==> src/rtl/cr_huf_comp_pkg.sv <==
// Shared types and helpers for the Huffman-compressor FIFO write-port arbiter.
package cr_huf_comp_pkg;

    typedef enum logic {
        IDLE = 1'b0,
        LOCK = 1'b1
    } huf_arb_state_e;

    // Index width for n requesters, never narrower than one bit.
    function automatic int unsigned huf_log2(input int unsigned n);
        int unsigned w;
        w = 0;
        while ((32'd1 << w) < n) w++;
        return (w == 0) ? 1 : w;
    endfunction

endpackage

==> src/rtl/cr_huf_comp_rr_pick.sv <==
// Round-robin picker: first set request at or after the pointer, wrapping at N_REQ.
module cr_huf_comp_rr_pick
    import cr_huf_comp_pkg::*;
#(
    parameter int unsigned N_REQ = 4,
    parameter int unsigned ID_W  = huf_log2(N_REQ)
) (
    input  logic [N_REQ-1:0] i_req,
    input  logic [ID_W-1:0]  i_ptr,
    output logic [ID_W-1:0]  o_idx,
    output logic             o_any
);

    logic [ID_W-1:0] w_cand;

    always_comb begin
        o_idx  = '0;
        o_any  = 1'b0;
        w_cand = i_ptr;
        for (int unsigned k = 0; k < N_REQ; k++) begin
            if (!o_any && i_req[w_cand]) begin
                o_idx = w_cand;
                o_any = 1'b1;
            end
            // Explicit wrap keeps the candidate legal when N_REQ is not a power of two.
            w_cand = (w_cand == ID_W'(N_REQ - 1)) ? '0 : w_cand + 1'b1;
        end
    end

endmodule

==> src/rtl/cr_huf_comp_fifo_wr_arb.sv <==
// Frame-locked round-robin arbiter for the Huffman-compressor FIFO write port.
// Build option: CR_HUF_COMP_FIFO_ARB_PRIO0_EN gives requester 0 strict priority.
module cr_huf_comp_fifo_wr_arb
    import cr_huf_comp_pkg::*;
#(
    parameter int unsigned N_REQ    = 4,
    parameter int unsigned WIDTH    = 55,
    parameter int unsigned SLOT_W   = 9,
    parameter int unsigned MIN_FREE = 4,
    parameter int unsigned ID_W     = huf_log2(N_REQ)
) (
    input  logic                   clk,
    input  logic                   rst,
    input  logic                   clear,
    input  logic [N_REQ-1:0]       req_valid,
    input  logic [N_REQ*WIDTH-1:0] req_data,
    input  logic [N_REQ-1:0]       req_eof,
    output logic [N_REQ-1:0]       req_ready,
    input  logic [SLOT_W-1:0]      fifo_free_slots,
    output logic                   fifo_wen,
    output logic [WIDTH-1:0]       fifo_wdata,
    output logic                   grant_vld,
    output logic [ID_W-1:0]        grant_id
);

    localparam logic [SLOT_W-1:0] MIN_FREE_V = SLOT_W'(MIN_FREE);

    huf_arb_state_e  r_state;
    logic [ID_W-1:0] r_grant_id;
    logic [ID_W-1:0] r_rr_ptr;

    logic [N_REQ-1:0] w_pick_req;
    logic [ID_W-1:0]  w_rr_idx;
    logic             w_rr_any;
    logic [ID_W-1:0]  w_win_idx;
    logic             w_any_req;
    logic             w_ptr_upd;
    logic [ID_W-1:0]  w_next_ptr;
    logic             w_slot_ok;
    logic             w_admit;
    logic             w_eof_acc;
    logic [WIDTH-1:0] w_data_arr [N_REQ];

`ifdef CR_HUF_COMP_FIFO_ARB_PRIO0_EN
    // Requester 0 bypasses the rotation and never advances the pointer.
    assign w_pick_req = {req_valid[N_REQ-1:1], 1'b0};
    assign w_win_idx  = req_valid[0] ? '0 : w_rr_idx;
    assign w_any_req  = req_valid[0] | w_rr_any;
    assign w_ptr_upd  = (r_grant_id != '0);
`else
    assign w_pick_req = req_valid;
    assign w_win_idx  = w_rr_idx;
    assign w_any_req  = w_rr_any;
    assign w_ptr_upd  = 1'b1;
`endif

    cr_huf_comp_rr_pick #(
        .N_REQ (N_REQ),
        .ID_W  (ID_W)
    ) u_rr_pick (
        .i_req (w_pick_req),
        .i_ptr (r_rr_ptr),
        .o_idx (w_rr_idx),
        .o_any (w_rr_any)
    );

    always_comb begin
        for (int unsigned i = 0; i < N_REQ; i++) begin
            w_data_arr[i] = req_data[i*WIDTH +: WIDTH];
        end
    end

    assign fifo_wdata = w_data_arr[r_grant_id];
    assign w_next_ptr = (r_grant_id == ID_W'(N_REQ - 1)) ? '0 : r_grant_id + 1'b1;
    assign w_slot_ok  = (r_state == LOCK) && !clear && (fifo_free_slots != '0);
    assign fifo_wen   = w_slot_ok & req_valid[r_grant_id];
    assign w_eof_acc  = fifo_wen & req_eof[r_grant_id];
    assign w_admit    = (r_state == IDLE) && !clear && w_any_req &&
                        (fifo_free_slots >= MIN_FREE_V);
    assign grant_vld  = (r_state == LOCK);
    assign grant_id   = r_grant_id;

    always_comb begin
        req_ready = '0;
        if (w_slot_ok) begin
            req_ready[r_grant_id] = 1'b1;
        end
    end

    always_ff @(posedge clk or posedge rst) begin
        if (rst) begin
            r_state    <= IDLE;
            r_grant_id <= '0;
            r_rr_ptr   <= '0;
        end else if (clear) begin
            r_state    <= IDLE;
            r_grant_id <= '0;
            r_rr_ptr   <= '0;
        end else begin
            case (r_state)
                IDLE: begin
                    if (w_admit) begin
                        r_state    <= LOCK;
                        r_grant_id <= w_win_idx;
                    end
                end
                LOCK: begin
                    if (w_eof_acc) begin
                        r_state <= IDLE;
                        if (w_ptr_upd) begin
                            r_rr_ptr <= w_next_ptr;
                        end
                    end
                end
                default: r_state <= IDLE;
            endcase
        end
    end

endmodule

==> config.mk <==
export PLATFORM = sky130hd
export DESIGN_NAME = cr_huf_comp_fifo_wr_arb
export DESIGN_NICKNAME = d
export VERILOG_FILES = /design/src/rtl/cr_huf_comp_pkg.sv /design/src/rtl/cr_huf_comp_rr_pick.sv /design/src/rtl/cr_huf_comp_fifo_wr_arb.sv
export SDC_FILE = /design/constraint.sdc
export NUM_CORES = 1
export LEC_CHECK = 0
export CAP_MARGIN = 25
export CORE_AREA = 2 2 119 121
export DETAILED_ROUTE_END_ITERATION = 7
export DIE_AREA = 0 0 121 123
export GPL_TIMING_DRIVEN = 0
export PLACE_DENSITY = 0.62
export SLEW_MARGIN = 20
export SYNTH_ARGS = -nofsm -noshare
export SYNTH_HDL_FRONTEND = slang
export SYNTH_SLANG_ARGS = --single-unit
==> constraint.sdc <==
create_clock -name clk -period 3.92 [get_ports clk]
set_input_delay 0.588 -clock clk [delete_from_list [all_inputs] [get_ports clk]]
set_output_delay 0.588 -clock clk [all_outputs]
set_load 0.05 [all_outputs]
* Word-level counts from Yosys, hierarchy flattened
Index checks and enable logic that the tools add are counted.
** Cells by class
- Eq/ne operators :: 5
- $lt $le $gt $ge :: 8
- Muxes and demuxes :: 40
- Add/sub/neg operators :: 4
- Bitwise logic cells :: 4
- Reduce and logical (&&, ||, !) cells :: 19
** Operator list (count)
- $bmux W55 S2 :: 1
- $mux W55 :: 2
- $mux W2 :: 14
- $lt A2 B3 Y1 const B :: 5
- $mux W1 :: 14
- $bmux W1 S2 :: 6
- $ge A9 B3 Y1 const B :: 1
- $logic_and A1 B1 Y1 :: 9
- $reduce_bool A9 Y1 :: 1
- $add A2 B1 Y2 const B :: 4
- $eq A2 B2 Y1 const B :: 4
- $reduce_bool A2 Y1 :: 3
- $logic_not A1 Y1 :: 4
- $mux W4 :: 1
- $reduce_and A2 Y1 :: 2
- $ge A3 B3 Y1 const B :: 1
- $not A2 Y3 :: 1
- $and A1 B1 Y1 :: 2
- $demux W1 S2 :: 1
- $ge A2 B1 Y1 const B :: 1
- $ne A2 B2 Y1 const B :: 1
- $pmux W1 S2 :: 1
- $not A1 Y1 :: 1
** Word-level totals
- Word-level logic and storage cells :: 83
- Output and inout bits :: 63
- Bits in registers :: 5

* Longest topological paths before layout
Gate-level depths: netlist of the first run.
- Depth after elaboration :: 17
- Mapped depth :: 7
- Gate-level depth less buffers :: 6

* By module
Synthesis of the first run repeated with hierarchy kept, for this count alone.
** Second synthesis, totals
- Cell total of the unflattened synthesis :: 154
- Area total of the unflattened synthesis :: 2029.4 um2
** By module, submodules not included
- cr_huf_comp_fifo_wr_arb :: cells each 116, instances 1, area an instance 1757.9 um2
- cr_huf_comp_rr_pick :: cells each 38, instances 1, area an instance 271.5 um2

* Least setup slack after synthesis of the first run
OpenSTA, ideal clock, no wires.
- Path kind :: register to output
- From :: reg r_grant_id[0], in the netlist grant_id[0]
- To :: out fifo_wdata[48]
- Path slack :: 1.307 ns
- Required time :: 3.332 ns
- Buffers on the path :: 2
- Cell stages (with the launch flop) :: 4
- Arrival time :: 2.025 ns
- Path through :: dfrtp_1 -> buf_4 -> clkbuf_1 -> mux4_2
** Between the ends
- Longest elaborated chain between the ends :: 4
** Ends and longest elaborated chain
- start: declaration :: RTL line cr_huf_comp_fifo_wr_arb.sv:29 : logic [ID_W-1:0] r_grant_id;
- start signal: assignment :: RTL line cr_huf_comp_fifo_wr_arb.sv:104 : r_grant_id <= w_win_idx;
- $not A2 Y3 (not written as such) :: RTL line cr_huf_comp_fifo_wr_arb.sv:73 : assign fifo_wdata = w_data_arr[r_grant_id];
- $bmux W55 S2 :: RTL line cr_huf_comp_fifo_wr_arb.sv:73
- $mux W55 (not written as such) (2 in series) :: RTL line cr_huf_comp_fifo_wr_arb.sv:73
- end: declaration :: RTL line cr_huf_comp_fifo_wr_arb.sv:21 : output logic [WIDTH-1:0] fifo_wdata,
Every way passes these cells. The select of a mux whose other input is x is not followed.

* Worst setup path after layout of the first run
- From :: reg r_grant_id[1], in the netlist grant_id[1]
- To :: out req_ready[1]
** Between the ends
- Longest elaborated chain between the ends :: 5
- Elaborated cells between the ends (all ways) :: 6
- Those cells by class :: order compare (2); mux (3); reduce/logical (1)
** Ends and longest elaborated chain
- $lt A2 B3 Y1 (not written as such) or $ge A2 B1 Y1 (tied branches) :: RTL line cr_huf_comp_fifo_wr_arb.sv:86 : req_ready[r_grant_id] = 1'b1;
- $logic_and A1 B1 Y1 (not written as such) :: RTL line cr_huf_comp_fifo_wr_arb.sv:86
- $mux W1 (not written as such) :: RTL line cr_huf_comp_fifo_wr_arb.sv:86
- $demux W1 S2 (*) :: RTL line cr_huf_comp_fifo_wr_arb.sv:86
- $mux W4 (*) :: RTL line cr_huf_comp_fifo_wr_arb.sv:85 : if (w_slot_ok) begin
- end: declaration :: RTL line cr_huf_comp_fifo_wr_arb.sv:18 : output logic [N_REQ-1:0] req_ready,
Mark *: on every way between the ends. The rest lies on a longest branch, timed or not.

==> flow_metrics.env, run 1 <==
export IMPL_clk_path_buf_depth=2
export IMPL_seq_area_um2=125
export IMPL_worst_slack_ps=459
export IMPL_synth_yosys_seq_area_share_pct=6.15
export IMPL_syn_area_per_cell_um2=13.2
export IMPL_grt_usage_pct=16.2
export IMPL_ir_drop_uv=165
export IMPL_nFillCells=1289
export IMPL_avgRoutedWirePerCell_um=21.0
export IMPL_p_leak_uw=0.00185
export IMPL_ys_seq_elements=5
export IMPL_hold_slack_ps=566
export IMPL_grt_ovfl_total=0
export IMPL_cts_resized=0
export IMPL_period_share_pct=88.3
export IMPL_fin_tns_setup_ps=0
export IMPL_num_rows=43
export IMPL_viasPerCell=4.48
export IMPL_dpl_hpwl_mm=11.9
export IMPL_die_h_um=123
export IMPL_synth_area_leaders="mux4_2 62%, dfrtp_1 6.2%, ha_1 3.1%, buf_2 3.0%, mux2i_1 2.5%"
export IMPL_drv_cap=0
export IMPL_worstMarginPinSlew_ps=661
export IMPL_critPathCaptureType="output port"
export IMPL_syn2layout_area_growth_pct=162
export IMPL_setup_viol_count_final=0
export IMPL_hold_buffers=0
export IMPL_crit_path_max_incr_delay_ps=710
export IMPL_io_buffer_count=298
export IMPL_start_kind="flop"
export IMPL_drcViolationCount=0
export IMPL_detail_route_antenna_nets=0
export IMPL_gp_congestion=0.862
export IMPL_status="completed"
export IMPL_clkSinkCount=5
export IMPL_yosys_warnings=0
export IMPL_synthCells=154
export IMPL_start_util_pct=14.9
export IMPL_crit_chain="buf_2 > clkbuf_1 > buf_2 > inv_1 > ha_1 > and2_1 > clkdlybuf4s50_1"
export IMPL_synth_top_area_share_pct=62.0
export IMPL_cts_max_level=1
export IMPL_fin_skew_ps=1.49
export IMPL_place_ws_ps=625
export IMPL_path_common_cell="buf_2"
export IMPL_arrival_ps=2870
export IMPL_drive_above_1_share_pct=18.2
export IMPL_grt_max_degree=11
export IMPL_path_buf_inv=5
export IMPL_drt_iter0_drc=107
export IMPL_yosysUniqueCellTypes=40
export IMPL_slew_viol_final=0
export IMPL_fmax_mhz=289
export IMPL_cts_buffers=3
export IMPL_first_global_vias=2974
export IMPL_cts_clk_slew_worst_paths_ps=30
export IMPL_core_area_mm2=0.0136
export IMPL_clkLatencyLatePin_ps=230
export IMPL_post_cts_buffers=0
export IMPL_cp_required_ps=3330
export IMPL_hold_class="primary input to async pin"
export IMPL_critPathTopFamily="buffers and inverters"
export IMPL_multiInputGateArea_mm2=0.00178
export IMPL_ioPinCount=303
export IMPL_grt_first_pass_wirelength_mm=18.2
export IMPL_rsz0062_at_grt="no"
export IMPL_cts_root_buf="clkbuf_16"
export IMPL_finalPower_uw=1210
export IMPL_vias=2860
export IMPL_wl_mm=13.4
export IMPL_slew_headroom_pct=55.9
export IMPL_die_area_mm2=0.0149
export IMPL_cts_tree="built"
export IMPL_cp_max_fo=10
export IMPL_netlist_area_mm2=0.00203
export IMPL_fp_dieW_um=121
export IMPL_yosys_area_top_type="mux4_2"
export IMPL_path_class="flop to output port"
export IMPL_final_hold_violation_count=0
export IMPL_antenna_found_initial=2
export IMPL_powerDensity_mw_per_mm2=227
export IMPL_crit_slowest_cell="clkdlybuf4s50_1"
export IMPL_final_cell_mix="298 x clkdlybuf4s50_1, 56 x mux4_2, 12 x buf_2, 7 x clkbuf_1, 6 x nor2_1"
export IMPL_drt_pass1_iter_count=6
export IMPL_final_common_cell="clkdlybuf4s50_1"
export IMPL_nets=702
export IMPL_syn_nets=399
export IMPL_fin_crit_ps=3460
==> registers in the layout (all words and copies together), names as in the netlist <==
register   count
grant_id       2
r_rr_ptr       2
grant_vld      1
==> worst register-to-register path, delay by kind of cell, from the launching register on <==
kind / cells / cell delay [ps]
and+or+nand+nor: 1 / 60
muxes: 1 / 130
buffers and inverters: 4 / 1210
adders and majority gates: 1 / 280
DFF: 1 / 400
==> worst paths after layout <==
check / startpoint / cells after the start / to / slack (ps)
max: grant_id[1]$_DFFE_PP0P_ / 7 / req_ready[1] / 460
min: rst / 2 / grant_vld$_DFF_PP0_ / 570
max reg2reg: grant_id[1]$_DFFE_PP0P_ / 7 / r_rr_ptr[1]$_DFFE_PP0P_ / 1710
min reg2reg: grant_vld$_DFF_PP0_ / 2 / grant_vld$_DFF_PP0_ / 630
max in group asynchronous: rst / 2 / grant_id[1]$_DFFE_PP0P_ / 3180
min in group clk: grant_vld$_DFF_PP0_ / 2 / grant_vld$_DFF_PP0_ / 630
==> cells by family after synthesis <==
group | after synthesis | share of synthesized area [%]
muxes | 66 | 67.4
and+or+nand+nor | 28 | 7.75
DFF | 5 | 6.15
AOI/OAI and AO/OA | 24 | 9.35
buffers and inverters | 26 | 6.28
adders and majority gates | 5 | 3.08
==> layout make-up <==
cell class              count  share of cell area (%)
diodes                      3                   0.141
plain buffers              21                    2.04
clock buffers               4                    1.48
inverters                   5                   0.352
multi-input cells         123                    33.4
flip-flops and latches      5                    2.35
well taps                 180                    4.23
repair buffers            298                    56.0
==> cell usage after synthesis (all sizes together) <==
master,count
dfrtp,5
a21o,1
nor3b,3
mux2,4
or4,1
a311oi,1
o31ai,1
a211oi,1
or3,1
o211a,1
clkbuf,6
o221a,1
nand3,2
mux2i,6
o221ai,2
mux4,56
a21oi,3
nor4,1
o21ai,5
nor3,2
o2bb2ai,1
a311o,1
buf,15
a31oi,1
o22ai,1
or2,1
inv,5
nor2,7
a32o,1
ha,5
o2111ai,1
nand2b,3
and2,4
o32ai,2
nand2,3
==> power breakdown <==
group / total, µW / leakage, µW / internal (µW) / switching [µW]
logic: 980 / 0.00175 / 490 / 491
clock network: 170 / 0.0000382 / 135 / 34.6
registers: 59.9 / 0.0000674 / 55.6 / 4.36
==> through the flow <==
stage / std cells / utilization, % / cell area (µm²)
after floorplan: 154 / - / 2030
after global placement: 632 / 38.5 / 5240
after detailed placement: 632 / 38.5 / 5240
after CTS: 636 / 39.1 / 5320
after global routing: 636 / 39.1 / 5320
final: 639 / 39.1 / 5330
==> layer usage <==
metal | vias to the layer above | GRT usage, % | part of all wire [%]
li1 | 1289 | - | -
met1 | 1415 | 21.0 | 40
met3 | 12 | 4.06 | 8.5
met2 | 144 | 27.5 | 50
met4 | 0 | 2.98 | 1.4
met5 | - | 0 | 0
(Power assumes the default switching activity.)
==> run 2: changes to the inputs <==
Settings changed: MAX_ROUTING_LAYER from default to met4.
==> run 2 against run 1 <==
Clock-buffer cell count is the same. Clock skew grew 0.82 ps. Maximum frequency shrank 0.27%. Via count shrank 0.21%. Register-to-register slack is essentially flat. Die area is the same. Sequential share of layout area is the same. Clock power is essentially flat. Utilization is the same. Cell area is the same. Largest cell class unchanged. Highest routed layer unchanged.
==> flow_metrics.env, run 2 (synthesis gave the netlist of run 1 again) <==
export IMPL_status="completed"
export IMPL_cts_root_buf="clkbuf_16"
export IMPL_avgRoutedWirePerCell_um=21.0
export IMPL_cts_tree="built"
export IMPL_drt_iter0_drc=118
export IMPL_syn2layout_area_growth_pct=162
export IMPL_drv_cap=0
export IMPL_detail_route_antenna_nets=0
export IMPL_seqPwrFrac_pct=4.9
export IMPL_crit_path_max_incr_delay_ps=710
export IMPL_hold_class="primary input to async pin"
export IMPL_period_share_pct=88.5
export IMPL_slew_viol_final=0
export IMPL_fin_area_mm2=0.00533
export IMPL_finalPower_uw=1210
export IMPL_final_common_cell="clkdlybuf4s50_1"
export IMPL_cts_buffers=3
export IMPL_fin_tns_setup_ps=0
export IMPL_p_int_uw=680
export IMPL_clkPwrFrac_pct=14.0
export IMPL_vias=2854
export IMPL_fin_crit_ps=3470
export IMPL_clkLatencyLatePin_ps=230
export IMPL_crit_path_start="grant_id[1]$_DFFE_PP0P_"
export IMPL_drive_above_1_share_pct=18.2
export IMPL_final_cell_mix="298 x clkdlybuf4s50_1, 56 x mux4_2, 12 x buf_2, 7 x clkbuf_1, 6 x nor2_1"
export IMPL_crit_slowest_cell="clkdlybuf4s50_1"
export IMPL_setup_viol_count_final=0
export IMPL_reg2reg_to="r_rr_ptr[1]$_DFFE_PP0P_"
export IMPL_cp_required_ps=3330
export IMPL_post_cts_buffers=0
export IMPL_grt_ovfl_total=0
export IMPL_slew_headroom_pct=56.3
export IMPL_r2r_slack_ps=1700
export IMPL_critPathCaptureType="output port"
export IMPL_cts_resized=0
export IMPL_p_sw_uw=530
export IMPL_io_buffer_count=298
export IMPL_arrival_ps=2880
export IMPL_fmax_mhz=288
export IMPL_final_hold_violation_count=0
export IMPL_gp_congestion=0.876
export IMPL_swShare_pct=43.8
export IMPL_cp_max_fo=10
export IMPL_nFillCells=1289
export IMPL_final_cells=639
export IMPL_first_global_vias=2971
export IMPL_crit_chain="buf_2 > clkbuf_1 > buf_2 > inv_1 > ha_1 > and2_1 > clkdlybuf4s50_1"
export IMPL_reg2reg_from="grant_id[1]$_DFFE_PP0P_"
export IMPL_reg2reg_depth=7
export IMPL_crit_end="req_ready[1]"
export IMPL_drt_pass1_iter_count=4
export IMPL_clk_path_buf_depth=2
export IMPL_critPathTopFamily="buffers and inverters"
export IMPL_fin_util_pct=39.1
export IMPL_path_class="flop to output port"
export IMPL_wl_mm=13.4
export IMPL_ir_drop_uv=165
export IMPL_grt_usage_pct=16.6
export IMPL_worstMarginPinSlew_ps=656
export IMPL_grt_max_degree=11
export IMPL_placed_cells_incl_taps=632
export IMPL_comb_power_share_pct=81.0
export IMPL_core_area_mm2=0.0136
export IMPL_nets=702
export IMPL_path_buf_inv=5
export IMPL_dpl_hpwl_mm=11.9
export IMPL_place_area_mm2=0.00524
export IMPL_fp_dieW_um=121
export IMPL_die_h_um=123
export IMPL_start_kind="flop"
export IMPL_drcViolationCount=0
export IMPL_clkSinkCount=5
export IMPL_viasPerCell=4.47
export IMPL_ioPinCount=303
export IMPL_powerDensity_mw_per_mm2=227
export IMPL_cp_depth=7
export IMPL_rsz0062_at_grt="no"
export IMPL_die_area_mm2=0.0149
export IMPL_antenna_found_initial=2
export IMPL_hold_buffers=0
export IMPL_cts_max_level=1
export IMPL_p_leak_uw=0.00185
export IMPL_start_util_pct=14.9
export IMPL_grt_first_pass_wirelength_mm=18.2
export IMPL_path_common_cell="buf_2"
export IMPL_num_rows=43
export IMPL_fin_skew_ps=2.31
export IMPL_cts_clk_slew_worst_paths_ps=30
-- run 2: power groups by stage --
stage | registers, µW | clock network [µW] | logic (µW)
floorplan | 69.8 | 0 | 533
global placement | 60.7 | 0 | 979
detailed placement | 60.6 | 0 | 985
CTS | 60.0 | 173 | 989
global route | 60.6 | 175 | 1020
finish | 59.9 | 170 | 981
-- run 2: worst min path at each step --
stage | depth (start not counted) | to | from | slack [ps]
6_report | 2 | grant_vld$_DFF_PP0_ | rst | 570
5_1_grt | 2 | grant_vld$_DFF_PP0_ | rst | 590
4_1_cts | 2 | grant_vld$_DFF_PP0_ | rst | 570
3_5_place_dp | 2 | grant_vld$_DFF_PP0_ | grant_vld$_DFF_PP0_ | 630
3_3_place_gp | 2 | grant_vld$_DFF_PP0_ | grant_vld$_DFF_PP0_ | 610
2_1_floorplan | 1 | grant_id[0]$_DFFE_PP0P_ | rst | 370
-- run 2: layout make-up --
cell class                 instances  area [µm²]  area share [%]
timing repair buffer             298        2980            56.0
multi-input combinational        123        1780            33.4
tap                              180         225            4.23
sequential                         5         125            2.35
buffer                            21         109            2.04
clock buffer                       4        78.8            1.48
inverter                           5        18.8           0.352
antenna                            3        7.51           0.141
-- run 2: per-stage QoR --
| stage | hold WS (ps) | setup WS [ps] |
|---|---|---|
| detailed placement | 629 | 625 |
| finish | 565 | 450 |
| CTS | 567 | 372 |
| global route | 593 | 275 |
| floorplan | 367 | 1310 |
| global placement | 607 | 617 |
-- run 2: metal layers --
layer / track usage (%) / vias to the layer above / share of wire [%] / routed length (µm)
met5: - / - / 0 / 0
met4: 2.98 / 0 / 1.4 / 193
met3: 4.06 / 12 / 8.4 / 1120
met2: 27.5 / 142 / 50 / 6710
met1: 21.0 / 1410 / 40 / 5380
li1: - / 1290 / - / -
